$ cat src/rtl/bus_fifo_reader.sv
// bus_fifo_reader: drains a registered-empty FIFO through a 2-entry skid buffer onto an arbitrated bursting bus
//
// Ports:
//   clk, rstn      clock and asynchronous active-low reset
//   fifo_rd_data   FIFO read word, valid the cycle after fifo_rd_en
//   fifo_empty     FIFO empty flag, registered, lags the occupancy by one cycle
//   fifo_rd_en     FIFO pop strobe
//   bus_req        request to the bus arbiter
//   bus_gnt        grant from the bus arbiter
//   out_data       bus word, taken from the skid head
//   out_valid      out_data valid
//   out_ready      bus accepts the word
//   out_last       final beat of the current burst, qualified by out_valid
module bus_fifo_reader #(
    parameter int DATA_LEN  = 16,
    parameter int BURST_LEN = 8
) (
    input  logic                clk,
    input  logic                rstn,
    input  logic [DATA_LEN-1:0] fifo_rd_data,
    input  logic                fifo_empty,
    output logic                fifo_rd_en,
    output logic                bus_req,
    input  logic                bus_gnt,
    output logic [DATA_LEN-1:0] out_data,
    output logic                out_valid,
    input  logic                out_ready,
    output logic                out_last
);
    typedef enum logic [1:0] {IDLE, REQ, XFER} state_t;
    state_t              state, state_nxt;
    logic [DATA_LEN-1:0] skid [2];
    logic                wr_ptr, rd_ptr;
    logic [1:0]          cnt;
    logic                pop_q;
    logic                armed;
    logic [7:0]          beat;
    logic                take;
    // armed holds off popping until the first edge after reset release, so the
    // first pop lands no earlier than the second rising edge
    assign fifo_rd_en = armed && !fifo_empty && !pop_q && (({1'b0, cnt} + {2'b0, pop_q}) < 3'd2);
    assign out_data   = skid[rd_ptr];
    assign out_valid  = (state == XFER) && bus_gnt && (cnt != 2'd0);
    assign take       = out_valid && out_ready;
    // with no pop in flight the empty flag has caught up, so one held word and an
    // empty FIFO really means this is the last word available
    assign out_last   = out_valid && ((beat == 8'(BURST_LEN - 1)) ||
                                      (cnt == 2'd1 && !pop_q && fifo_empty));
    assign bus_req    = (state == REQ) || (state == XFER);
    always_comb begin
        state_nxt = state;
        case (state)
            IDLE:    state_nxt = (cnt != 2'd0 || pop_q || !fifo_empty) ? REQ : IDLE;
            REQ:     state_nxt = bus_gnt ? XFER : REQ;
            XFER:    state_nxt = !bus_gnt ? REQ : (out_last && out_ready) ? IDLE : XFER;
            default: state_nxt = IDLE;
        endcase
    end
    always_ff @(posedge clk or negedge rstn) begin
        if (!rstn) begin
            state   <= IDLE;
            skid[0] <= '0;
            skid[1] <= '0;
            wr_ptr  <= 1'b0;
            rd_ptr  <= 1'b0;
            cnt     <= 2'd0;
            pop_q   <= 1'b0;
            armed   <= 1'b0;
            beat    <= 8'd0;
        end else begin
            state <= state_nxt;
            armed <= 1'b1;
            pop_q <= fifo_rd_en;
            if (pop_q) begin
                skid[wr_ptr] <= fifo_rd_data;
                wr_ptr       <= ~wr_ptr;
            end
            if (take)
                rd_ptr <= ~rd_ptr;
            cnt <= cnt + {1'b0, pop_q} - {1'b0, take};
            // counter survives a grant drop (XFER->REQ) and restarts only via IDLE
            if (state == IDLE)
                beat <= 8'd0;
            else if (take)
                beat <= beat + 8'd1;
        end
    end
endmodule

$ cat config.mk
export PLATFORM = sky130hd
export DESIGN_NAME = bus_fifo_reader
export DESIGN_NICKNAME = d
export VERILOG_FILES = /design/src/rtl/bus_fifo_reader.sv
export SDC_FILE = /design/constraint.sdc
export NUM_CORES = 1
export LEC_CHECK = 0
export CAP_MARGIN = 20
export CORE_UTILIZATION = 50
export DETAILED_ROUTE_END_ITERATION = 6
export PLACE_DENSITY = 0.77
export SYNTH_ARGS = -nofsm -noshare
export SYNTH_HDL_FRONTEND = slang
export SYNTH_SLANG_ARGS = --single-unit
export TNS_END_PERCENT = 20
$ cat constraint.sdc
create_clock -name clk -period 4.3 [get_ports clk]
set_input_delay 0.645 -clock clk [delete_from_list [all_inputs] [get_ports clk]]
set_output_delay 0.645 -clock clk [all_outputs]
set_load 0.005 [all_outputs]
==> metrics.txt <==
gr usage total=20.2%; yosys warns=0; die width=68.7 um; top_reg_cell synth=dfrtp_1; type of element capturing the critical path=primary output; synthesized area per cell=13.4 sq um; Slew @ Worst Pin=859 ps; grt ovf=0; minimum clock period=2780 ps; ys async rst share=100%; fin nets=236; Starting DRT DRC Count=47; status=finished, final reports clean; port bufs=40; core area=4140 sq um; Pwr Density=654 nW/um^2; WL final=4180 um; worst hold path class=input port to asynchronous set/reset pin; first-pass GRT wire length=6690 um; total CTS buffers=5; max_cap viols=0; clock transition at the registers of the reported paths=80 ps; fin crit share=64.6%; routability cong.=0.821; worst skew pair latency=300 ps; final setup skew=4.48 ps; Distinct cells, synth=31; number of synthesized flops with an enable pin=0; first-pass detailed-route iteration total=4; CTS max path bufs=2; Diodes inserted=0; Arr. time, crit path=2130 ps; most frequent cells in the layout=mux2_2 (48), dfrtp_1 (48), clkdlybuf4s50_1 (39); residual DRC count=0; number of buffers added for setup after CTS=0; maximum vdd ir drop=335 uV; Finished Core Util=67.1%; Synth Net Count=194; hold-fix buffers at CTS=0; Syn Inst Count=166; Leakage Power=1.17 nW; Yosys reg bits=48; via count=1463; Initial Util=53.6%; io pins=41; crit path max fanout=3; H-tree Lvls=2; hpwl dp=2940 um; die area=4710 sq um; Placement Rows=23; Max Slew Vio Count=0; Rel. slew slack=42.6%; largest net degree at the start of global routing=49; DRT antenna net count=0; clk root buf=clkbuf_8; RSZ-0062 raised after global routing=false; setup TNS=0 ps; routed len/inst=16.1 um; Setup crit start kind=input port; Via density=5.65; Crit Path Class=input port to primary output; Synth-to-Final Area Change=25.1%; GR Util met1=21.2%; M2 GR Usage=37.1%; Die H=68.7 um; CP Data Required Time=3650 ps; Hold Fails Final Rpt=0; Post-CTS Resized=0; GR Util met3=4.28%; max frequency=360 MHz; vias in the first global route=1566; Min Hold Slack=182 ps; # setup viols final=0; Mapped Area=2220 sq um; GR peak layer=met2; Seq/Total Area, Yosys=54.1%; total power=1.82 mW; total clock sinks=48; initial antenna violation count=0; CTS tree=yes; layout cells sized above 1=30.1%
## cells in the mapped netlist, types with 2 or more instances
| cell | instances | area [sq um] |
|---|---|---|
| nor2_1 | 5 | 18.8 |
| nand4_1 | 3 | 18.8 |
| buf_4 | 2 | 15.0 |
| ha_1 | 7 | 87.6 |
| buf_2 | 2 | 10.0 |
| nor4b_1 | 2 | 17.5 |
| nand2_1 | 3 | 11.3 |
| or3_1 | 2 | 12.5 |
| o31ai_1 | 4 | 30.0 |
| inv_1 | 8 | 30.0 |
| o21ai_0 | 2 | 10.0 |
| xor2_1 | 2 | 17.5 |
| dfrtp_1 | 48 | 1200 |
| or4_1 | 4 | 30.0 |
| xnor2_1 | 3 | 26.3 |
| a21oi_1 | 7 | 35.0 |
| mux2_2 | 48 | 541 |
## critical path, stage by stage
cell and delay [ps]:
clkdlybuf4s50_1 450, and4bb_2 250, a31oi_1 240, nor2_1 90, clkdlybuf4s50_1 450
## registers in the layout, summed over array words and instances, names as in the netlist
signal and count:
rd_ptr 1, beat 8, cnt 2, wr_ptr 1, pop_q 1, skid 32
armed 1, state 2
## routing by layer
layer / share of wire (%) / vias to the layer above
met1: 42 / 733
li1: - / 688
met5: 0 / -
met3: 5.1 / 6
met2: 52 / 36
met4: 1.1 / 0
## path summary, 6_finish.rpt
kind                                 end  depth (start not counted)  startpoint  slack, ps
worst max-delay path            out_last                          5  fifo_empty       1520
worst min-delay path             skid[1]                          1        rstn        180
worst max register to register    cnt[1]                          7      cnt[1]       2180
worst min register to register   skid[6]                          1     skid[6]        510
max in group asynchronous        beat[5]                          2        rstn       3650
min in group clk                 skid[6]                          1     skid[6]        510
## power breakdown
group          internal [mW]  leakage [nW]  switching [mW]
combinational          0.498         0.530           0.229
clock                  0.172        0.0541           0.143
sequential             0.636         0.587           0.140
total                   1.31          1.17           0.511
## layout make-up
| class | count | area, sq um |
|---|---|---|
| Multi-Input combinational cell | 104 | 958 |
| Tap cell | 50 | 62.6 |
| Fill cell | 291 | 1370 |
| Clock inverter | 3 | 42.5 |
| Inverter | 8 | 30.0 |
| Timing Repair Buffer | 41 | 415 |
| Clock buffer | 5 | 68.8 |
| Sequential cell | 48 | 1200 |
## metrics by stage
stage	area (sq um)	std cells	worst slack, ps
global placement	2650	250	1610
detailed placement	2650	250	1520
floorplan	2220	166	2470
global route	2780	259	1460
CTS	2760	258	1520
finish	2780	259	1520
## logic make-up after synthesis
group	Yosys count	synth area share, %
buffers and inverters	14	2.81
adder cells (fa/ha/maj)	7	3.94
XOR/XNOR	5	1.97
multiplexers	49	24.8
AO/OA/AOI/OAI	18	5.69
other	1	0.169
AND/OR/NAND/NOR	24	6.59
flip-flops	48	54.1
No activity file was read; power rests on OpenSTA's default activity.
